`src/rtl/epb_wb_responder_if.sv`:
```
// rtl/epb_wb_responder_if.sv - EPB host side and Wishbone fabric side signals of the responder
// EPB vectors carry EPB bit i on vector index (width-1-i), so EPB bit 0 is the vector MSB.
interface epb_wb_responder_if #(parameter int ADDR_WIDTH = 25);
   logic                  epb_cs_n;
   logic                  epb_r_w_n;
   logic [3:0]            epb_be_n;
   logic [ADDR_WIDTH-1:0] epb_addr;
   logic [31:0]           epb_data_i;
   logic [31:0]           epb_data_o;
   logic                  epb_data_oe_n;
   logic                  epb_rdy;
   logic                  wb_cyc_o;
   logic                  wb_stb_o;
   logic                  wb_we_o;
   logic [3:0]            wb_sel_o;
   logic [ADDR_WIDTH-1:0] wb_adr_o;
   logic [31:0]           wb_dat_o;
   logic [31:0]           wb_dat_i;
   logic                  wb_ack_i;
   logic                  wb_err_i;
   logic                  bus_err;

   modport slave (
      input  epb_cs_n, epb_r_w_n, epb_be_n, epb_addr, epb_data_i,
      output epb_data_o, epb_data_oe_n, epb_rdy,
      output wb_cyc_o, wb_stb_o, wb_we_o, wb_sel_o, wb_adr_o, wb_dat_o,
      input  wb_dat_i, wb_ack_i, wb_err_i,
      output bus_err
   );

   modport master (
      output epb_cs_n, epb_r_w_n, epb_be_n, epb_addr, epb_data_i,
      input  epb_data_o, epb_data_oe_n, epb_rdy,
      input  wb_cyc_o, wb_stb_o, wb_we_o, wb_sel_o, wb_adr_o, wb_dat_o,
      output wb_dat_i, wb_ack_i, wb_err_i,
      input  bus_err
   );
endinterface

```
`src/rtl/epb_wb_responder.sv`:
```
// rtl/epb_wb_responder.sv - EPB chip-select cycles to single Wishbone accesses, epb_clk domain
// Registered inputs feed one FSM; every bus-facing output is a register.
module epb_wb_responder #(
   parameter int          ADDR_WIDTH = 25,
   parameter int          TIMEOUT    = 1023,
   parameter logic [31:0] ERR_DATA   = 32'hFFFF_FFFF
) (
   input logic              epb_clk,
   input logic              epb_rst,
   epb_wb_responder_if.slave bus
);

   localparam int             CW       = $clog2(TIMEOUT + 1);
   localparam logic [CW-1:0]  TMO_LAST = CW'(TIMEOUT);

   typedef enum logic [2:0] {S_IDLE, S_WAIT, S_DRIVE, S_RESP, S_DONE} state_t;

   logic                  cs_n_q, r_w_n_q, in_vld_q;
   logic [3:0]            be_n_q;
   logic [ADDR_WIDTH-1:0] addr_q;
   logic [31:0]           data_q;

   state_t                state_q;
   logic                  cyc_q, we_q, oe_n_q, rdy_q, bus_err_q, abort_q, armed_q;
   logic [3:0]            sel_q;
   logic [ADDR_WIDTH-1:0] adr_q;
   logic [31:0]           wdat_q, rdat_q;
   logic [CW-1:0]         cnt_q, cnt_d;
   logic                  fault;

   always_ff @(posedge epb_clk or posedge epb_rst) begin
      if (epb_rst) begin
         cs_n_q   <= 1'b1;
         r_w_n_q  <= 1'b1;
         be_n_q   <= 4'hF;
         addr_q   <= '0;
         data_q   <= '0;
         in_vld_q <= 1'b0;
      end else begin
         cs_n_q   <= bus.epb_cs_n;
         r_w_n_q  <= bus.epb_r_w_n;
         be_n_q   <= bus.epb_be_n;
         addr_q   <= bus.epb_addr;
         data_q   <= bus.epb_data_i;
         in_vld_q <= 1'b1;
      end
   end

   always_comb begin
      cnt_d = (cnt_q == TMO_LAST) ? cnt_q : cnt_q + 1'b1;
      fault = bus.wb_err_i || (cnt_q == TMO_LAST);
   end

   // armed_q is only set from a genuinely sampled cs_n high, never from the reset value
   always_ff @(posedge epb_clk or posedge epb_rst) begin
      if (epb_rst) begin
         state_q   <= S_IDLE;
         cyc_q     <= 1'b0;
         we_q      <= 1'b0;
         sel_q     <= '0;
         adr_q     <= '0;
         wdat_q    <= '0;
         rdat_q    <= '0;
         oe_n_q    <= 1'b1;
         rdy_q     <= 1'b0;
         bus_err_q <= 1'b0;
         abort_q   <= 1'b0;
         armed_q   <= 1'b0;
         cnt_q     <= '0;
      end else begin
         rdy_q     <= 1'b0;
         bus_err_q <= 1'b0;
         case (state_q)
            S_IDLE: begin
               abort_q <= 1'b0;
               oe_n_q  <= 1'b1;
               if (in_vld_q && cs_n_q) begin
                  armed_q <= 1'b1;
               end else if (armed_q && !cs_n_q) begin
                  armed_q <= 1'b0;
                  adr_q   <= addr_q;
                  we_q    <= ~r_w_n_q;
                  sel_q   <= ~be_n_q;
                  wdat_q  <= data_q;
                  cnt_q   <= '0;
                  cyc_q   <= 1'b1;
                  state_q <= S_WAIT;
               end
            end
            S_WAIT: begin
               cnt_q <= cnt_d;
               if (cs_n_q) abort_q <= 1'b1;
               if (bus.wb_ack_i || fault) begin
                  cyc_q <= 1'b0;
                  if (bus.wb_ack_i) begin
                     if (!we_q) rdat_q <= bus.wb_dat_i;
                  end else begin
                     bus_err_q <= 1'b1;
                     if (!we_q) rdat_q <= ERR_DATA;
                  end
                  if (abort_q || cs_n_q) begin
                     state_q <= S_DONE;
                  end else if (we_q) begin
                     state_q <= S_RESP;
                     rdy_q   <= 1'b1;
                  end else begin
                     state_q <= S_DRIVE;
                     oe_n_q  <= 1'b0;
                  end
               end
            end
            S_DRIVE: begin
               state_q <= S_RESP;
               rdy_q   <= 1'b1;
            end
            S_RESP: begin
               state_q <= S_DONE;
               oe_n_q  <= 1'b1;
            end
            S_DONE: begin
               oe_n_q <= 1'b1;
               if (cs_n_q) begin
                  state_q <= S_IDLE;
                  armed_q <= 1'b1;
               end
            end
            default: state_q <= S_IDLE;
         endcase
      end
   end

   // EPB bit i sits on vector index 31-i, so plain vector copies realise the bit-reversed mapping
   always_comb begin
      bus.wb_cyc_o      = cyc_q;
      bus.wb_stb_o      = cyc_q;
      bus.wb_we_o       = we_q;
      bus.wb_sel_o      = sel_q;
      bus.wb_adr_o      = adr_q;
      bus.wb_dat_o      = wdat_q;
      bus.epb_data_o    = rdat_q;
      bus.epb_data_oe_n = oe_n_q;
      bus.epb_rdy       = rdy_q;
      bus.bus_err       = bus_err_q;
   end

endmodule

```
`src/flat_wrapper.sv`:
```
// flat-port wrapper written by rule: the top's interface ports become plain ports
module epb_wb_responder_flat 
#(
   parameter int          ADDR_WIDTH = 25,
   parameter int          TIMEOUT    = 1023,
   parameter logic [31:0] ERR_DATA   = 32'hFFFF_FFFF
)
  (epb_clk, epb_rst, bus_epb_cs_n, bus_epb_r_w_n, bus_epb_be_n, bus_epb_addr, bus_epb_data_i, bus_epb_data_o, bus_epb_data_oe_n, bus_epb_rdy, bus_wb_cyc_o, bus_wb_stb_o, bus_wb_we_o, bus_wb_sel_o, bus_wb_adr_o, bus_wb_dat_o, bus_wb_dat_i, bus_wb_ack_i, bus_wb_err_i, bus_bus_err);
  epb_wb_responder_if #(.ADDR_WIDTH(ADDR_WIDTH)) bus_i ();
  input logic epb_clk;
  input logic epb_rst;
  input wire logic [$bits(bus_i.epb_cs_n)-1:0] bus_epb_cs_n;
  input wire logic [$bits(bus_i.epb_r_w_n)-1:0] bus_epb_r_w_n;
  input wire logic [$bits(bus_i.epb_be_n)-1:0] bus_epb_be_n;
  input wire logic [$bits(bus_i.epb_addr)-1:0] bus_epb_addr;
  input wire logic [$bits(bus_i.epb_data_i)-1:0] bus_epb_data_i;
  output wire logic [$bits(bus_i.epb_data_o)-1:0] bus_epb_data_o;
  output wire logic [$bits(bus_i.epb_data_oe_n)-1:0] bus_epb_data_oe_n;
  output wire logic [$bits(bus_i.epb_rdy)-1:0] bus_epb_rdy;
  output wire logic [$bits(bus_i.wb_cyc_o)-1:0] bus_wb_cyc_o;
  output wire logic [$bits(bus_i.wb_stb_o)-1:0] bus_wb_stb_o;
  output wire logic [$bits(bus_i.wb_we_o)-1:0] bus_wb_we_o;
  output wire logic [$bits(bus_i.wb_sel_o)-1:0] bus_wb_sel_o;
  output wire logic [$bits(bus_i.wb_adr_o)-1:0] bus_wb_adr_o;
  output wire logic [$bits(bus_i.wb_dat_o)-1:0] bus_wb_dat_o;
  input wire logic [$bits(bus_i.wb_dat_i)-1:0] bus_wb_dat_i;
  input wire logic [$bits(bus_i.wb_ack_i)-1:0] bus_wb_ack_i;
  input wire logic [$bits(bus_i.wb_err_i)-1:0] bus_wb_err_i;
  output wire logic [$bits(bus_i.bus_err)-1:0] bus_bus_err;
  assign bus_i.epb_cs_n = bus_epb_cs_n;
  assign bus_i.epb_r_w_n = bus_epb_r_w_n;
  assign bus_i.epb_be_n = bus_epb_be_n;
  assign bus_i.epb_addr = bus_epb_addr;
  assign bus_i.epb_data_i = bus_epb_data_i;
  assign bus_epb_data_o = bus_i.epb_data_o;
  assign bus_epb_data_oe_n = bus_i.epb_data_oe_n;
  assign bus_epb_rdy = bus_i.epb_rdy;
  assign bus_wb_cyc_o = bus_i.wb_cyc_o;
  assign bus_wb_stb_o = bus_i.wb_stb_o;
  assign bus_wb_we_o = bus_i.wb_we_o;
  assign bus_wb_sel_o = bus_i.wb_sel_o;
  assign bus_wb_adr_o = bus_i.wb_adr_o;
  assign bus_wb_dat_o = bus_i.wb_dat_o;
  assign bus_i.wb_dat_i = bus_wb_dat_i;
  assign bus_i.wb_ack_i = bus_wb_ack_i;
  assign bus_i.wb_err_i = bus_wb_err_i;
  assign bus_bus_err = bus_i.bus_err;
  epb_wb_responder #(.ADDR_WIDTH(ADDR_WIDTH), .TIMEOUT(TIMEOUT), .ERR_DATA(ERR_DATA)) u_core (.epb_clk(epb_clk), .epb_rst(epb_rst), .bus(bus_i));
endmodule
```
`config.mk`:
```
export PLATFORM = sky130hd
export DESIGN_NAME = epb_wb_responder_flat
export DESIGN_NICKNAME = d
export VERILOG_FILES = /design/src/rtl/epb_wb_responder_if.sv /design/src/rtl/epb_wb_responder.sv /design/src/flat_wrapper.sv
export SDC_FILE = /design/constraint.sdc
export NUM_CORES = 1
export LEC_CHECK = 0
export BUFFER_PORTS_ARGS = -buffer_cell sky130_fd_sc_hd__buf_2
export CAP_MARGIN = 20
export CELL_PAD_IN_SITES_DETAIL_PLACEMENT = 1
export CELL_PAD_IN_SITES_GLOBAL_PLACEMENT = 1
export CORE_ASPECT_RATIO = 0.7
export CORE_UTILIZATION = 36
export DETAILED_ROUTE_END_ITERATION = 12
export HOLD_SLACK_MARGIN = 0.15
export PLACE_DENSITY_LB_ADDON = 0.1
export SYNTH_ARGS = -nofsm -noshare
export SYNTH_HDL_FRONTEND = slang
export SYNTH_SLANG_ARGS = --single-unit
export TNS_END_PERCENT = 100
```
`constraint.sdc`:
```
create_clock -name epb_clk -period 5.5 [get_ports epb_clk]
set_clock_uncertainty 0.2 [all_clocks]
set_input_delay 0.55 -clock epb_clk [delete_from_list [all_inputs] [get_ports epb_clk]]
set_output_delay 0.55 -clock epb_clk [all_outputs]
set_load 0.02 [all_outputs]
```
==> flow_summary_export.csv, run 1 <==
group,metric,value,unit
synthesis,ys_seq_area_share,73.0,%
worst_hold_path,whs_path_depth,2,
cells_and_area,mostFrequentLayoutCell,"buf_2",
floorplan,core,16400,sq um
placed_design,place_area,7260,sq um
synthesis,synth.avg_cell_area,16.0,sq um
clock_network,htreeDepth,4,
synthesis,synthArstFlopShare,100,%
timing,rsz0062_at_grt,"false",
floorplan,dieHeight,111,um
timing,tightestPinTransition,0.920,ns
clock_network,cts.sink_count,177,
detailed_routing,drt_iter0_drc,209,
power_and_ir_drop,clockPowerShare,26.9,%
synthesis,netlist_instances,379,
timing,setup_violations,0,
clock_network,cts_buffers,17,
power_and_ir_drop,p_sw,1.61,mW
detailed_routing,vias,4170,
timing,max_freq,351,MHz
power_and_ir_drop,p_per_area,537,nW/um^2
floorplan,ios,198,
timing,finalMaxSlewViolations,0,
grt,grt_pass1_wl,24300,um
synthesis,synthesis.nets,479,
clock_network,cts_root_buf,"clkbuf_16",
setup_path,ff2ff_path_depth,4,
timing,fin_crit_sh,51.8,%
setup_path,crit_arrival,2.95,ns
power_and_ir_drop,ir_worst_vdd,0.255,mV
timing,relSlewSlack,38.7,%
synthesis,ys.flop_type,"dfrtp_1",
placed_design,dp_slack,2.62,ns
detailed_routing,vias_per_cell,4.64,
grt,antenna_found_initial,0,
power_and_ir_drop,netSwitchingFraction,34.4,%
setup_path,timing.reg2reg.setup_slack,2.65,ns
job,max_cap_violations,0,
synthesis,ys_types,42,
grt,grt_max_degree,178,
floorplan,dieArea,17400,sq um
synthesis,netlist_area,6080,sq um
cells_and_area,final_cell_mix,"buf_2 (197), dfrtp_1 (170), dlygate4sd3_1 (81), mux2_2 (57), o22a_1 (33)",
run_status,status,"completed",
timing,tns,0,ns
clock_network,cts_buffer_depth,2,
power_and_ir_drop,internal_power,3.07,mW
cells_and_area,final_cell_area,8730,sq um
detailed_routing,drc,0,
cells_and_area,nets,761,
synthesis,synth_edf_count,0,
floorplan,rows,39,
power_and_ir_drop,power_frac_comb,32.0,%
detailed_routing,wl_per_cell,16.1,um
placed_design,gp_congestion,0.739,
floorplan,start_util,37.1,%
power_and_ir_drop,total_power,4.69,mW
placed_design,io_buffers,197,
setup_path,r2r_start,"u_core.state_q[1]",
detailed_routing,first_pass_iters,4,
worst_hold_path,hold_start,"bus_wb_dat_i[17]",
timing,hold_viol,0,
floorplan,die_w,157,um
timing,fin_crit,2.85,ns
clock_network,clk_pin_slew,0.07,ns
placed_design,dp_hpwl,9170,um
cells_and_area,drive_gt1_share,45.6,%
setup_path,critical_path_class,"reg2reg",
power_and_ir_drop,seqPwrFrac,41.1,%
grt,groute.usage.overall,18.1,%
worst_hold_path,holdPathEnd,"u_core.bus.epb_data_o[17]",
detailed_routing,wl,14400,um
synthesis,ys_warn_count,0,
setup_path,r2r_end,"u_core.bus.wb_dat_o[24]",
cells_and_area,syn2layout_area_growth,43.5,%
cells_and_area,n_antenna_cell,0,
worst_hold_path,hp-class,"in2reg",
clock_network,cts_tree,"done",
clock_network,post-cts-setup-buffers,0,
synthesis,ys_ff_latch,177,
setup_path,endpoint_kind,"flop",
grt,overflow,0,
grt,grt_pass1_vias,4768,
setup_path,start_kind,"flop",
clock_network,insertion_delay,0.41,ns
detailed_routing,ant_nets,0,
setup_path,critPathMaxFanout,38,
timing,setup_slack,2.65,ns
power_and_ir_drop,p_leak,3.97,nW
setup_path,cp.required,5.60,ns
cells_and_area,num-fill-cells,1712,
==> Yosys cell counts, drive strengths merged (2+ instances only) <==
library cell	number	area share (%)
or4	3	0.43
inv	5	0.31
nand3b	2	0.25
dfrtp	170	70
nand2	12	0.74
a21oi	10	0.88
o22a	33	4.8
dfstp	7	3.0
o31ai	9	1.3
o21a	2	0.27
buf	15	1.7
nor3b	2	0.43
nor3	4	0.33
o21ai	10	0.82
o21bai	3	0.43
nand3	7	0.74
clkbuf	3	0.19
o211ai	2	0.25
a211oi	2	0.25
mux2	57	11
nor2	9	0.56
==> routing by layer <==
metal	part of all wire, %	wire, um	GRT usage [%]	up-vias
met1	44	6290	22.8	2129
met3	5.7	824	5.67	9
met2	50	7210	29.8	108
li1	-	-	-	1924
met4	0.82	119	5.24	0
met5	0	0	0	-
==> repair_timing <==
| action | 4_1_cts | 5_1_grt |
|---|---|---|
| hold endpoints to repair | 81 | 0 |
| hold buffers | 81 | 0 |
| resized for setup | 0 | 0 |
==> power by group through the flow <==
stage	registers, mW	clock network (mW)	logic (mW)
2_1_floorplan	2.34	0	0.530
5_1_grt	1.99	1.35	1.62
4_1_cts	1.93	1.30	1.51
3_3_place_gp	1.92	0	1.43
3_5_place_dp	1.94	0	1.46
6_report	1.92	1.26	1.50
==> critical path: stages, from the launching register on <==
cell,delay (ns)
dfrtp_1,0.53
nor4_1,0.38
and2_2,0.63
buf_4,0.56
mux2_2,0.42
==> flip-flops by register name (all words and copies together), names as in the netlist, 3 cells and up <==
signal                 count
u_core.bus.wb_dat_o       32
u_core.state_q             3
u_core.bus.epb_data_o     32
u_core.be_n_q              4
u_core.bus.wb_sel_o        4
u_core.data_q             32
u_core.bus.wb_adr_o       25
u_core.cnt_q              10
u_core.addr_q             25
==> stage by stage <==
stage          hold slack (ns)  cells  utilization (%)
6_report                 0.168    898             53.2
3_3_place_gp             0.255    785             44.3
5_1_grt                  0.154    898             53.2
3_5_place_dp             0.263    785             44.3
4_1_cts                  0.150    897             53.1
2_1_floorplan            0.254    379                -
==> cells by family (layout without fill, tap and decap cells) <==
kind of cell,count (synthesis),count (layout),synth area share [%]
DFF,177,177,73.0
AOI/OAI and AO/OA,72,72,9.11
muxes,58,58,10.7
and+or+nand+nor,47,47,4.69
buffers and inverters,23,317,2.24
adders and majority gates,1,1,0.206
other,1,1,0.0617
==> cell type report <==
class                           instances  area (sq um)  share of cell area (%)
Timing Repair Buffer                  281          1850                    21.2
Tap cell                              225           282                    3.23
Multi-Input combinational cell        179          1510                    17.3
Clock inverter                         12           171                    1.96
Clock buffer                           19           453                    5.19
Sequential cell                       177          4440                    50.9
Inverter                                5          22.5                   0.258
==> worst max path at each step <==
stage | from | depth (start not counted) | slack, ns | end
2_1_floorplan | epb_rst | 1 | 2.49 | u_core.abort_q
6_report | u_core.state_q[1] | 4 | 2.65 | u_core.bus.wb_dat_o[24]
4_1_cts | u_core.state_q[1] | 4 | 2.60 | u_core.bus.wb_dat_o[26]
3_3_place_gp | u_core.state_q[1] | 4 | 2.69 | u_core.bus.wb_dat_o[17]
3_5_place_dp | u_core.state_q[1] | 4 | 2.62 | u_core.bus.wb_dat_o[31]
5_1_grt | u_core.state_q[1] | 4 | 2.46 | u_core.bus.wb_dat_o[24]
Note: power is estimated with default switching activity, not from simulation.
==> inputs of run 2 (changes only) <==
==> constraint.sdc (replaced) <==
create_clock -name epb_clk -period 2.6 [get_ports epb_clk]
set_clock_uncertainty 0.2 [all_clocks]
set_input_delay 0.26 -clock epb_clk [delete_from_list [all_inputs] [get_ports epb_clk]]
set_output_delay 0.26 -clock epb_clk [all_outputs]
set_load 0.02 [all_outputs]
==> run 2 against run 1 <==
- final cell count is 2.7% higher
- die area stayed put
- global-route usage is 0.71 points higher
- critical path depth is 1 higher
- clock power is 100% higher
- setup slack worse by 2.3 ns
- non-clock buffer count is 24 higher
- critical path type unchanged
- critical endpoint is now u_core.bus.bus_err
- largest cell class unchanged
==> flow_summary_export.csv, run 2 (synthesis results as in run 1) <==
group,metric,value,unit
clock_network,cts_buffer_depth,2,
clock_network,insertion_delay,0.41,ns
setup_path,critPathMaxStageDelay,0.57,ns
grt,overflow,0,
setup_path,start_kind,"flop",
detailed_routing,vias_per_cell,4.61,
clock_network,cts_buffers,17,
floorplan,ios,198,
setup_path,ff2ff_path_depth,5,
job,max_cap_violations,0,
setup_path,r2r_end,"u_core.bus.bus_err",
floorplan,die_w,157,um
placed_design,dp.cells,792,
grt,grt_pass1_wl,25100,um
power_and_ir_drop,seqPwrFrac,41.4,%
cells_and_area,nets,785,
timing,finalMaxSlewViolations,0,
grt,groute.usage.overall,18.8,%
power_and_ir_drop,ir_worst_vdd,0.519,mV
detailed_routing,first_pass_iters,4,
setup_path,critPathMaxFanout,5,
timing,max_freq,438,MHz
detailed_routing,wl,15100,um
clock_network,clk_pin_slew,0.07,ns
clock_network,htreeDepth,4,
clock_network,post_cts_resized,0,
cells_and_area,mostFrequentLayoutCell,"buf_2",
run_status,status,"completed",
clock_network,cts.sink_count,177,
floorplan,rows,39,
clock_network,cts_tree,"done",
cells_and_area,final_cell_mix,"buf_2 (197), dfrtp_1 (170), dlygate4sd3_1 (99), mux2_2 (57), o22a_1 (33)",
setup_path,endpoint_kind,"flop",
power_and_ir_drop,p_sw,3.44,mW
placed_design,dp_hpwl,9570,um
detailed_routing,drc,0,
cells_and_area,n_antenna_cell,0,
placed_design,io_buffers,197,
power_and_ir_drop,total_power,9.84,mW
setup_path,crit_arrival,2.43,ns
timing,fin_crit,2.28,ns
setup_path,worst-path-buf-inv,1,
power_and_ir_drop,p_leak,4.06,nW
timing,setup_violations,0,
power_and_ir_drop,clockPowerShare,25.7,%
power_and_ir_drop,power_frac_comb,32.9,%
timing,rsz0062_at_grt,"false",
floorplan,dieArea,17400,sq um
power_and_ir_drop,p_per_area,1100,nW/um^2
cells_and_area,syn2layout_area_growth,47.2,%
detailed_routing,vias,4251,
setup_path,crit_family,"buffers and inverters",
clock_network,cts_root_buf,"clkbuf_16",
detailed_routing,drt_iter0_drc,139,
setup_path,cp_cell_sequence,"ha_1 > nand2_1 > o31ai_4 > nor3b_1 > dlygate4sd3_1",
detailed_routing,wl_per_cell,16.3,um
timing,fin_crit_sh,87.8,%
worst_hold_path,hp-class,"in2async",
grt,grt_pass1_vias,4924,
grt,antenna_found_initial,0,
setup_path,cp_slowest_cell,"dlygate4sd3_1",
placed_design,gp_congestion,0.746,
power_and_ir_drop,netSwitchingFraction,34.9,%
cells_and_area,num-fill-cells,1692,
timing,hold_viol,0,
power_and_ir_drop,internal_power,6.40,mW
floorplan,core,16400,sq um
cells_and_area,final_core_util,54.6,%
setup_path,cp.required,2.75,ns
grt,grt_max_degree,71,
setup_path,timing.reg2reg.setup_slack,0.32,ns
detailed_routing,ant_nets,0,
cells_and_area,drive_gt1_share,44.6,%
floorplan,dieHeight,111,um
setup_path,r2r_start,"u_core.cnt_q[0]",
floorplan,start_util,37.1,%
setup_path,critical_path_class,"reg2reg",
cells_and_area,layout.cells.non_filler,922,
## run 2: cell count changes in the layout (fill, tap and decap cells not counted), moves of 2 or more
cell           previous run  this run
clkinvlp_4                1         3
clkbuf_1                  0         2
buf_4                     1         3
clkbuf_8                  2         0
clkinv_4                  4         2
buf_12                    1         6
dlygate4sd3_1            81        99
## run 2: repair_timing
| item | in CTS | in global routing |
|---|---|---|
| hold endpoints to repair | 270 | 0 |
| setup buffers | 0 | 0 |
| hold buffers | 99 | 0 |
| endpoints found under the setup margin | 0 | 0 |
## run 2: power by group through the flow
stage	Combinational [mW]	Sequential, mW	Clock, mW
floorplan	1.12	4.94	0
global placement	3.07	4.07	0
detailed placement	3.16	4.11	0
CTS	3.28	4.08	2.61
global route	3.48	4.21	2.72
finish	3.24	4.07	2.53
## run 2: worst max-delay path by stage
| stage | start | end | slack, ns | depth (start not counted) |
|---|---|---|---|---|
| after global placement | u_core.state_q[2] | u_core.bus.wb_dat_o[5] | 0.40 | 4 |
| final | u_core.cnt_q[0] | u_core.bus.bus_err | 0.32 | 5 |
| after detailed placement | u_core.state_q[2] | u_core.bus.wb_adr_o[11] | 0.38 | 4 |
| after floorplan | epb_rst | u_core.abort_q | -0.12 | 1 |
| after CTS | u_core.cnt_q[0] | u_core.bus.bus_err | 0.31 | 5 |
| after global routing | u_core.cnt_q[0] | u_core.bus.bus_err | 0.11 | 5 |
## run 2: worst reg2reg max path, stage by stage (launching register included)
cell and delay [ns]:
dfrtp_1 0.44, ha_1 0.27, nand2_1 0.17, o31ai_4 0.36, nor3b_1 0.22, dlygate4sd3_1 0.57
## run 2: area by class of cell
type                    count  area, sq um  share of cell area (%)
inverters                   5         22.5                   0.252
well taps                 225          282                    3.15
clock buffers              19          433                    4.84
multi-input cells         179         1510                    16.9
repair buffers            305         2120                    23.7
clock inverters            12          146                    1.64
flip-flops and latches    177         4440                    49.6
## run 2: stage by stage
step	TNS [ns]	cell area (sq um)	setup slack (ns)	hold WS, ns
floorplan	-20.55	6090	-0.121	0.0645
global placement	0	7380	0.405	0.0987
detailed placement	0	7380	0.376	0.101
CTS	0	8950	0.314	0.194
global route	0	8950	0.114	0.214
finish	0	8950	0.317	0.213
## run 2: per-layer routing
metal	wire, um	global-route usage [%]
met1	6410	22.6
met2	7470	31.4
met3	916	6.37
met4	267	6.54
met5	0	0
==> inputs of run 3 (changes only) <==
--- a/config.mk
+++ b/config.mk
@@ -10,7 +10,8 @@
 export CELL_PAD_IN_SITES_DETAIL_PLACEMENT = 1
 export CELL_PAD_IN_SITES_GLOBAL_PLACEMENT = 1
 export CORE_ASPECT_RATIO = 0.7
-export CORE_UTILIZATION = 36
+export CORE_UTILIZATION = 38
+export CTS_BUF_LIST = sky130_fd_sc_hd__clkbuf_2
 export DETAILED_ROUTE_END_ITERATION = 12
 export HOLD_SLACK_MARGIN = 0.15
 export PLACE_DENSITY_LB_ADDON = 0.1
==> run 3 against run 2 <==
- the flow now stops in clock tree synthesis (4_1_cts)
- synthesized cell count did not move
- area after synthesis did not move
==> flow_summary_export.csv, run 3 <==
group,metric,value,unit
clock_network,cts_buffers,17,
clock_network,postCtsHoldBufs,161,
clock_network,cts_root_buf,"clkbuf_2",
floorplan,ios,198,
synthesis,ys_ff_latch,177,
clock_network,post-cts-setup-buffers,0,
clock_network,cts.sink_count,177,
synthesis,netlist_area,6080,sq um
synthesis,synth.avg_cell_area,16.0,sq um
placed_design,gp_congestion,0.747,
synthesis,ys.flop_type,"dfrtp_1",
synthesis,synthesis.nets,479,
run_status,failed_stage,"clock tree synthesis (4_1_cts)",
floorplan,die_w,153,um
synthesis,ys_warn_count,0,
synthesis,synth.most_common_cell,"dfrtp_1",
placed_design,dp.cells,766,
synthesis,synthArstFlopShare,100,%
placed_design,io_buffers,197,
synthesis,ys_types,42,
synthesis,synth.top_cells.by_area,"dfrtp_1 (70%), mux2_2 (11%), o22a_1 (4.8%), dfstp_2 (3.0%), buf_4 (1.2%)",
placed_design,place_area,7280,sq um
synthesis,synth_top_area_share,69.9,%
synthesis,ys_seq_area_share,73.0,%
floorplan,start_util,39.1,%
synthesis,synth_top_cells_by_count,"dfrtp_1 (170), mux2_2 (57), o22a_1 (33)",
clock_network,cts_buffer_depth,2,
run_status,stop_error,"[ERROR RSZ-0060] Max buffer count reached.",
synthesis,netlist_instances,379,
floorplan,dieHeight,108,um
floorplan,rows,38,
synthesis,synth_edf_count,0,
clock_network,htreeDepth,4,
clock_network,post_cts_resized,0,
run_status,status,"aborted with a tool error",
synthesis,synth_top_area_cell,"dfrtp_1",
placed_design,dp_hpwl,9350,um
## run 3: logic make-up after synthesis
kind of cell,after synthesis,share of synthesized area [%]
adder cells (fa/ha/maj),1,0.206
AO/OA/AOI/OAI,72,9.11
multiplexers,58,10.7
flip-flops,177,73.0
other,1,0.0617
buffers and inverters,23,2.24
AND/OR/NAND/NOR,47,4.69
## run 3: stage by stage
step                      hold WS (ns)  util (%)  setup WS, ns
after global placement           0.167      46.8         0.431
after floorplan                 0.0645         -        -0.121
after detailed placement         0.167      46.8         0.345
==> inputs of run 4 (changes only) <==
==> config.mk (replaced) <==
export PLATFORM = sky130hd
export DESIGN_NAME = epb_wb_responder_flat
export DESIGN_NICKNAME = d
export VERILOG_FILES = /design/src/rtl/epb_wb_responder_if.sv /design/src/rtl/epb_wb_responder.sv /design/src/flat_wrapper.sv
export SDC_FILE = /design/constraint.sdc
export NUM_CORES = 1
export LEC_CHECK = 0
export BUFFER_PORTS_ARGS = -buffer_cell sky130_fd_sc_hd__buf_2
export CAP_MARGIN = 20
export CORE_UTILIZATION = 36
export DETAILED_ROUTE_END_ITERATION = 12
export PLACE_DENSITY_LB_ADDON = 0.15
export SYNTH_ARGS = -nofsm -noshare
export SYNTH_HDL_FRONTEND = slang
export SYNTH_SLANG_ARGS = --single-unit
export TNS_END_PERCENT = 100
==> constraint.sdc (replaced) <==
create_clock -name epb_clk -period 3.4 [get_ports epb_clk]
set_clock_uncertainty 0.2 [all_clocks]
set_input_delay 0.34 -clock epb_clk [delete_from_list [all_inputs] [get_ports epb_clk]]
set_output_delay 0.34 -clock epb_clk [all_outputs]
set_load 0.02 [all_outputs]
==> run 4 against run 3 <==
- the run now ends clean
==> flow_summary_export.csv, run 4 (synthesis results as in run 1) <==
group,metric,value,unit
cells_and_area,mostFrequentLayoutCell,"buf_2",
timing,fin_crit_sh,67.9,%
placed_design,io_buffers,197,
cells_and_area,nets,779,
floorplan,dieHeight,132,um
timing,hold_viol,0,
cells_and_area,drive_gt1_share,44.7,%
floorplan,start_util,36.8,%
cells_and_area,seq_area,4440,sq um
detailed_routing,dr_wl_met3,771,um
clock_network,cts_root_buf,"clkbuf_16",
grt,overflow,0,
detailed_routing,top_layer,"met4",
power_and_ir_drop,p_per_area,828,nW/um^2
setup_path,critPathMaxStageDelay,0.58,ns
setup_path,crit_arrival,2.46,ns
setup_path,cp_slowest_cell,"o21a_2",
placed_design,dp_hpwl,8280,um
setup_path,cp.required,3.55,ns
job,max_cap_violations,0,
detailed_routing,drt_iter0_drc,201,
worst_hold_path,hp-class,"in2reg",
clock_network,clk_pin_slew,0.07,ns
clock_network,htreeDepth,4,
cells_and_area,final_cell_mix,"buf_2 (197), dfrtp_1 (170), dlygate4sd3_1 (97), mux2_2 (57), o22a_1 (33)",
detailed_routing,drc,0,
cells_and_area,n_antenna_cell,0,
run_status,status,"completed",
setup_path,r2r_start,"u_core.state_q[1]",
clock_network,cts_buffers,17,
placed_design,gp_congestion,0.723,
floorplan,ios,198,
detailed_routing,wl,12900,um
timing,tightestPinTransition,0.724,ns
timing,fin_crit,2.31,ns
grt,grt_pass1_wl,22300,um
cells_and_area,num-fill-cells,1446,
setup_path,endpoint_kind,"flop",
grt,grt_max_degree,77,
detailed_routing,wl_met2,6690,um
power_and_ir_drop,p_leak,3.99,nW
timing,rsz0062_at_grt,"false",
timing,setup_slack,1.09,ns
timing,finalMaxSlewViolations,0,
timing,max_freq,433,MHz
placed_design,dp_slack,1.10,ns
power_and_ir_drop,total_power,7.29,mW
grt,antenna_found_initial,0,
setup_path,critPathMaxFanout,32,
setup_path,start_kind,"flop",
clock_network,cts.sink_count,177,
setup_path,cp_cell_sequence,"or3b_1 > nor2_1 > o21a_2 > o22a_1",
detailed_routing,met1_length,5200,um
detailed_routing,wl_per_cell,14.1,um
detailed_routing,vias,4205,
grt,groute.usage.overall,16.3,%
timing,tns,0,ns
detailed_routing,first_pass_iters,4,
cells_and_area,syn2layout_area_growth,44.9,%
floorplan,die_w,132,um
cells_and_area,multiInputGateArea,1510,sq um
clock_network,cts_buffer_depth,2,
floorplan,rows,47,
floorplan,dieArea,17400,sq um
grt,grt_pass1_vias,4565,
worst_hold_path,hold_start,"bus_wb_err_i",
detailed_routing,ant_nets,0,
clock_network,cts_tree,"done",
setup_path,setup.worst_path.start,"u_core.state_q[1]",
power_and_ir_drop,ir_worst_vdd,0.447,mV
clock_network,insertion_delay,0.42,ns
timing,setup_violations,0,
floorplan,core,16500,sq um
setup_path,critical_path_class,"reg2reg",
detailed_routing,vias_per_cell,4.61,
timing,relSlewSlack,51.3,%
run 4: path summary, 6_finish.rpt:
kind                       slack [ns]  cells after the start                        end
hold reg to reg                  0.27                      1    u_core.bus.wb_adr_o[17]
setup / recovery                 1.09                      4   u_core.bus.epb_data_o[8]
max in group asynchronous        1.77                      4           u_core.be_n_q[2]
hold / removal                   0.16                      4         u_core.bus.bus_err
setup reg to reg                 1.09                      4   u_core.bus.epb_data_o[8]
min in group asynchronous        0.38                      3  u_core.bus.epb_data_o[22]
run 4: worst max-delay path, delay by kind of cell (launching register included):
| kind | cells | cell delay (ns) |
|---|---|---|
| flip-flops | 1 | 0.53 |
| AO/OA/AOI/OAI | 2 | 0.82 |
| AND/OR/NAND/NOR | 2 | 0.69 |
run 4: final cells by class:
type                    instances  area share, %
multi-input cells             179           17.1
clock buffers                  19           5.03
repair buffers                299           22.9
clock inverters                13           1.19
inverters                       5          0.256
flip-flops and latches        177           50.4
well taps                     220           3.12
run 4: power breakdown:
| part | internal, mW | leakage [nW] | switching, mW | total (mW) |
|---|---|---|---|---|
| Clock | 0.966 | 0.251 | 0.830 | 1.80 |
| Combinational | 1.02 | 1.66 | 1.38 | 2.40 |
| Sequential | 2.74 | 2.07 | 0.350 | 3.09 |
| Total | 4.73 | 3.99 | 2.56 | 7.29 |
run 4: through the flow:
step / cell area [sq um] / utilization, % / cells / hold WS (ns)
after detailed placement: 7290 / 44.1 / 783 / 0.247
after global routing: 8810 / 53.3 / 912 / 0.177
after global placement: 7290 / 44.1 / 783 / 0.247
after floorplan: 6090 / - / 379 / 0.144
final: 8810 / 53.3 / 912 / 0.161
after CTS: 8810 / 53.3 / 912 / 0.142
run 4: routing by layer:
metal	GRT usage, %	vias up
li1	-	1963
met1	18.9	2113
met2	27.4	112
met3	6.19	17
met4	5.94	0
met5	0	-
run 4: repair_timing:
item / 4_1_cts / 5_1_grt
setup buffers: 0 / 0
setup endpoints to repair: 0 / 0
resized for setup: 0 / 0
hold endpoints to repair: 126 / 0
hold buffers: 97 / 0
